**src/rtl/alu_arbiter.sv**
```systemverilog
// Round-robin arbiter that shares one external combinational ALU between two
// valid/ready requesters and returns registered results on a tagged response channel.
module alu_arbiter #(
    parameter int WIDTH       = 4,
    parameter int OPW         = 4,
    parameter int EXEC_CYCLES = 1,
    parameter int LAST_OP     = 13
) (
    input  logic             clk,
    input  logic             rst,
    input  logic [1:0]       req_valid,
    output logic [1:0]       req_ready,
    input  logic [WIDTH-1:0] req0_a,
    input  logic [WIDTH-1:0] req0_b,
    input  logic [OPW-1:0]   req0_op,
    input  logic [WIDTH-1:0] req1_a,
    input  logic [WIDTH-1:0] req1_b,
    input  logic [OPW-1:0]   req1_op,
    output logic [WIDTH-1:0] alu_a,
    output logic [WIDTH-1:0] alu_b,
    output logic [OPW-1:0]   alu_op,
    input  logic [WIDTH-1:0] alu_y0,
    input  logic [WIDTH-1:0] alu_y1,
    input  logic [1:0]       alu_ov,
    output logic             rsp_valid,
    input  logic             rsp_ready,
    output logic             rsp_id,
    output logic [WIDTH-1:0] rsp_y0,
    output logic [WIDTH-1:0] rsp_y1,
    output logic [1:0]       rsp_ov,
    output logic             rsp_err
);

    typedef enum logic [1:0] {
        IDLE = 2'd0,
        EXEC = 2'd1,
        RESP = 2'd2
    } state_t;

    localparam logic [3:0]     CNT_LOAD  = 4'(EXEC_CYCLES - 1);
    localparam logic [OPW-1:0] LAST_OP_V = OPW'(LAST_OP);

    state_t           state_q, state_d;
    logic             ptr_q, ptr_d;
    logic [3:0]       cnt_q, cnt_d;
    logic [WIDTH-1:0] alu_a_q, alu_a_d;
    logic [WIDTH-1:0] alu_b_q, alu_b_d;
    logic [OPW-1:0]   alu_op_q, alu_op_d;
    logic             rsp_id_q, rsp_id_d;
    logic [WIDTH-1:0] rsp_y0_q, rsp_y0_d;
    logic [WIDTH-1:0] rsp_y1_q, rsp_y1_d;
    logic [1:0]       rsp_ov_q, rsp_ov_d;
    logic             rsp_err_q, rsp_err_d;

    logic             gnt;
    logic [WIDTH-1:0] sel_a, sel_b;
    logic [OPW-1:0]   sel_op;

    // Pointer only matters on contention; a lone requester is always granted.
    always_comb begin
        gnt    = (req_valid == 2'b11) ? ptr_q : req_valid[1];
        sel_a  = gnt ? req1_a  : req0_a;
        sel_b  = gnt ? req1_b  : req0_b;
        sel_op = gnt ? req1_op : req0_op;
    end

    always_comb begin
        state_d   = state_q;
        ptr_d     = ptr_q;
        cnt_d     = cnt_q;
        alu_a_d   = alu_a_q;
        alu_b_d   = alu_b_q;
        alu_op_d  = alu_op_q;
        rsp_id_d  = rsp_id_q;
        rsp_y0_d  = rsp_y0_q;
        rsp_y1_d  = rsp_y1_q;
        rsp_ov_d  = rsp_ov_q;
        rsp_err_d = rsp_err_q;
        req_ready = 2'b00;

        case (state_q)
            IDLE: begin
                if (|req_valid) begin
                    req_ready[gnt] = 1'b1;
                    alu_a_d        = sel_a;
                    alu_b_d        = sel_b;
                    alu_op_d       = sel_op;
                    rsp_id_d       = gnt;
                    if (sel_op <= LAST_OP_V) begin
                        cnt_d   = CNT_LOAD;
                        state_d = EXEC;
                    end else begin
                        // Illegal opcode bypasses the ALU and reports an error immediately.
                        rsp_y0_d  = '0;
                        rsp_y1_d  = '0;
                        rsp_ov_d  = '0;
                        rsp_err_d = 1'b1;
                        state_d   = RESP;
                    end
                end
            end
            EXEC: begin
                if (cnt_q != 4'd0) begin
                    cnt_d = cnt_q - 4'd1;
                end else begin
                    rsp_y0_d  = alu_y0;
                    rsp_y1_d  = alu_y1;
                    rsp_ov_d  = alu_ov;
                    rsp_err_d = 1'b0;
                    state_d   = RESP;
                end
            end
            RESP: begin
                if (rsp_ready) begin
                    ptr_d   = ~rsp_id_q;
                    state_d = IDLE;
                end
            end
            default: state_d = IDLE;
        endcase
    end

    always_ff @(posedge clk) begin
        if (rst) begin
            state_q   <= IDLE;
            ptr_q     <= 1'b0;
            cnt_q     <= 4'd0;
            alu_a_q   <= '0;
            alu_b_q   <= '0;
            alu_op_q  <= '0;
            rsp_id_q  <= 1'b0;
            rsp_y0_q  <= '0;
            rsp_y1_q  <= '0;
            rsp_ov_q  <= '0;
            rsp_err_q <= 1'b0;
        end else begin
            state_q   <= state_d;
            ptr_q     <= ptr_d;
            cnt_q     <= cnt_d;
            alu_a_q   <= alu_a_d;
            alu_b_q   <= alu_b_d;
            alu_op_q  <= alu_op_d;
            rsp_id_q  <= rsp_id_d;
            rsp_y0_q  <= rsp_y0_d;
            rsp_y1_q  <= rsp_y1_d;
            rsp_ov_q  <= rsp_ov_d;
            rsp_err_q <= rsp_err_d;
        end
    end

    assign alu_a     = alu_a_q;
    assign alu_b     = alu_b_q;
    assign alu_op    = alu_op_q;
    assign rsp_valid = (state_q == RESP);
    assign rsp_id    = rsp_id_q;
    assign rsp_y0    = rsp_y0_q;
    assign rsp_y1    = rsp_y1_q;
    assign rsp_ov    = rsp_ov_q;
    assign rsp_err   = rsp_err_q;

endmodule

```
**config.mk**
```make
export PLATFORM = sky130hd
export DESIGN_NAME = alu_arbiter
export DESIGN_NICKNAME = d
export VERILOG_FILES = /design/src/rtl/alu_arbiter.sv
export SDC_FILE = /design/constraint.sdc
export NUM_CORES = 1
export LEC_CHECK = 0
export ABC_AREA = 1
export CORE_ASPECT_RATIO = 0.6
export CORE_MARGIN = 1.5
export CORE_UTILIZATION = 42
export CTS_CLUSTER_SIZE = 12
export DETAILED_ROUTE_END_ITERATION = 8
export HOLD_SLACK_MARGIN = 0.08
export PLACE_DENSITY = 0.8
export SYNTH_ARGS = -nofsm -noshare
export SYNTH_HDL_FRONTEND = slang
export SYNTH_SLANG_ARGS = --single-unit
```
**constraint.sdc**
```tcl
create_clock -name clk -period 1.6 [get_ports clk]
set_input_delay 0.24 -clock clk [delete_from_list [all_inputs] [get_ports clk]]
set_output_delay 0.24 -clock clk [all_outputs]
set_load 0.01 [all_outputs]
```
==> results.md <==
* Vias in the first global route at 1546
* Worst slack, placed at -361.9 ps
* F_max at 680.1 MHz
* Die H at 49.49 um
* Cell chosen for the clock root: clkbuf_8
* Synth area leader: dfxtp_1
* Core area at 3343 um2
* Compound-Gate Fraction of Synth Area at 13.56%
* DRC at 0
* DR vias at 1551
* CTS tree: done
* First-pass GRT wire length at 7120 um
* Pre-Repair DR Iteration Count at 4
* Arrival @ worst endpoint at 1230 ps
* Relative slew margins at 73.63%
* Largest family of logic cells by synthesized area: simple AND/OR/NAND/NOR gates
* Cell variety after synth at 23
* Routed WL per cell at 12.44 um
* Endpoints failing setup at 0
* Drt total wl at 4141 um
* Mapped Cells at 205
* TritonCTS buffer count at 5
* Total track usage at 23.55%
* Syn nets at 246
* Maximum VDD drop at 0.7322 mV
* Worst Hold Class: flip-flop to flip-flop
* Power Density at 1159 nW/um2
* Top cells by area, synth: dfxtp_1 (41%), nand2_1 (13%), inv_1 (6.0%), nand2_2 (5.8%), nand3_1 (5.6%)
* Largest fanout on the critical path at 3
* Clock buffer depth at 2
* Critical path endpoint category: primary output
* IO buf count at 65
* Crit start category: flip-flop
* Simple logic cell fraction of the synthesized area at 33.33%
* Clk sink count at 31
* # diodes at 0
* Fill cells at 272
* Initial antenna violation count at 0
* Die W at 80.48 um
* Routed Antenna Nets at 0
* Die area at 3982 um2
* Area share of fa/ha/maj cells after synthesis at 1.654%
* Initial core utilization at 45.25%
* Final Hold Violating Endpoints at 0
* Grt total ovfl at 0
* Site Rows at 16
* DP HPWL at 3197 um
* Pin count of the biggest net entering global routing at 18
* Post-route cell area at 2407 um2
* Tcrit/Tclk final at 91.89%
* YS warnings at 0
* Setup bufs post-CTS at 0
* Initial DRC count at 37
* Slew Viols, Final at 0
* Synth top area share at 41.03%
* Clock Latency Late Sink at 280 ps
* Worst Setup Slack, final at 129.7 ps
* Reg clk slew, reported paths at 70 ps
* Sequential fraction of the synthesis area at 41.03%
* Crit Path Class: flip-flop to primary output
* Nets at 328
* RSZ-0062 raised after global routing: false
* Critical path required time at 1360 ps
* Worst-Margin Slew at 395.2 ps
* MaxCap Viol Count at 0
* Post-Syn Area at 1513 um2
* Register bit total from synthesis at 31
* Synthesis-to-layout area growth at 59.14%
* GP Congestion at 0.8150
* Final Total Pwr at 2791 uW
* Mux share of post-synthesis cell area at 0%
* Worst reg2reg setup slack at 150 ps
* # IOs at 66
* Final worst path period need at 1470 ps
* Clk_skew at 6.319 ps
* Share of cells above drive strength 1 at 20.49%
* Leakage at 0.001077 uW
* Vias/cell at 4.658
* Status: finished clean
* H-tree levels at 2
* Avg Cell Area, Syn at 7.379 um2
* Placed Area at 2326 um2
* Cts hold-fix bufs at 0
* Xor/xnor share of the synthesized area at 1.158%
==> metal layers <==
layer  global-route usage, %  wire (um)  vias up
met2                   35.99       1736       41
met3                   6.667        244        2
met4                   5.172         19        0
met1                   32.88       2140      697
met5                       0          0        -
li1                        -          -      811
==> synth_stat cells <==
master     n
o21ai_2    1
nand2_4    2
inv_1     24
buf_6      2
nand3_4    1
xor2_1     1
a21oi_1    7
clkbuf_1   3
nand3_1   17
inv_2      1
nor2_1    18
nor2_2     2
nand2_2   14
ha_1       2
o211ai_1   7
dfxtp_1   31
xnor2_1    1
nand2_1   53
o21ai_0    6
buf_2      1
a21oi_2    9
buf_4      1
nand4_2    1
==> cells in the final DEF (no fill, tap or decap), drive strengths merged <==
cell type / instances
a21oi: 16
dlygate4sd2: 3
nand3: 18
nor2: 20
o21ai: 7
clkdlybuf4s50: 60
nand4: 1
dfxtp: 31
o211ai: 7
nand2: 69
inv: 25
xnor2: 1
buf: 17
xor2: 1
clkbuf: 8
clkinvlp: 1
clkinv: 1
ha: 2
==> critical path, cell delays in order (launching register included) <==
cell,delay (ps)
dfxtp_1,380
buf_4,140
inv_1,40
nor2_2,110
dlygate4sd2_1,280
==> power breakdown <==
group / internal (uW) / leakage, uW / switching [uW] / total, uW
Sequential: 911 / 0.000255 / 92.3 / 1000
Combinational: 587 / 0.000781 / 598 / 1180
Clock: 304 / 0.0000412 / 299 / 602
Total: 1800 / 0.00108 / 989 / 2790
==> logic make-up after synthesis <==
group | count (synthesis)
buffers and inverters | 32
and+or+nand+nor | 108
adders and majority gates | 2
AOI/OAI and AO/OA | 30
xor gates and xnor gates | 2
DFF | 31
==> cell type report <==
class	instances	area [um2]	share of cell area (%)
tap	45	56.30	2.339
clock inverter	2	12.51	0.5198
inverter	25	93.84	3.898
clock buffer	6	72.57	3.015
multi-input combinational	142	762.0	31.65
sequential	31	620.6	25.78
timing repair buffer	82	789.5	32.80
==> sequential cells by signal, summed over array words and instances (netlist names), 2 cells and up <==
signal,flops
state_q,2
alu_op,4
alu_a,4
alu_b,4
rsp_y1,4
rsp_y0,4
cnt_q,4
rsp_ov,2
==> per-stage QoR <==
step / utilization, % / cells / hold slack [ps] / setup TNS [ps]
finish: 72.01 / 333 / 462.2 / 0
global route: 72.01 / 333 / 487.8 / 0
CTS: 72.12 / 333 / 463.7 / 0
detailed placement: 69.57 / 325 / 453.2 / -5796
global placement: 69.57 / 325 / 450.2 / -5100
floorplan: - / 205 / 387.1 / 0
==> final timing paths <==
check | start | cells past startpoint | end
setup / recovery | state_q[1]$_SDFFE_PP0P_ | 4 | rsp_valid
hold / removal | cnt_q[0]$_SDFFE_PP0P_ | 2 | cnt_q[0]$_SDFFE_PP0P_
setup reg to reg | ptr_q$_SDFFE_PP0P_ | 12 | rsp_ov[1]$_SDFFE_PP0P_
hold reg to reg | cnt_q[0]$_SDFFE_PP0P_ | 2 | cnt_q[0]$_SDFFE_PP0P_
==> what timing repair did <==
item | 4_1_cts | 5_1_grt
pin swaps | 0 | 0
gates resized for setup | 7 | 6
setup endpoints to repair | 17 | 17
Note: power is estimated with default switching activity, not from simulation.
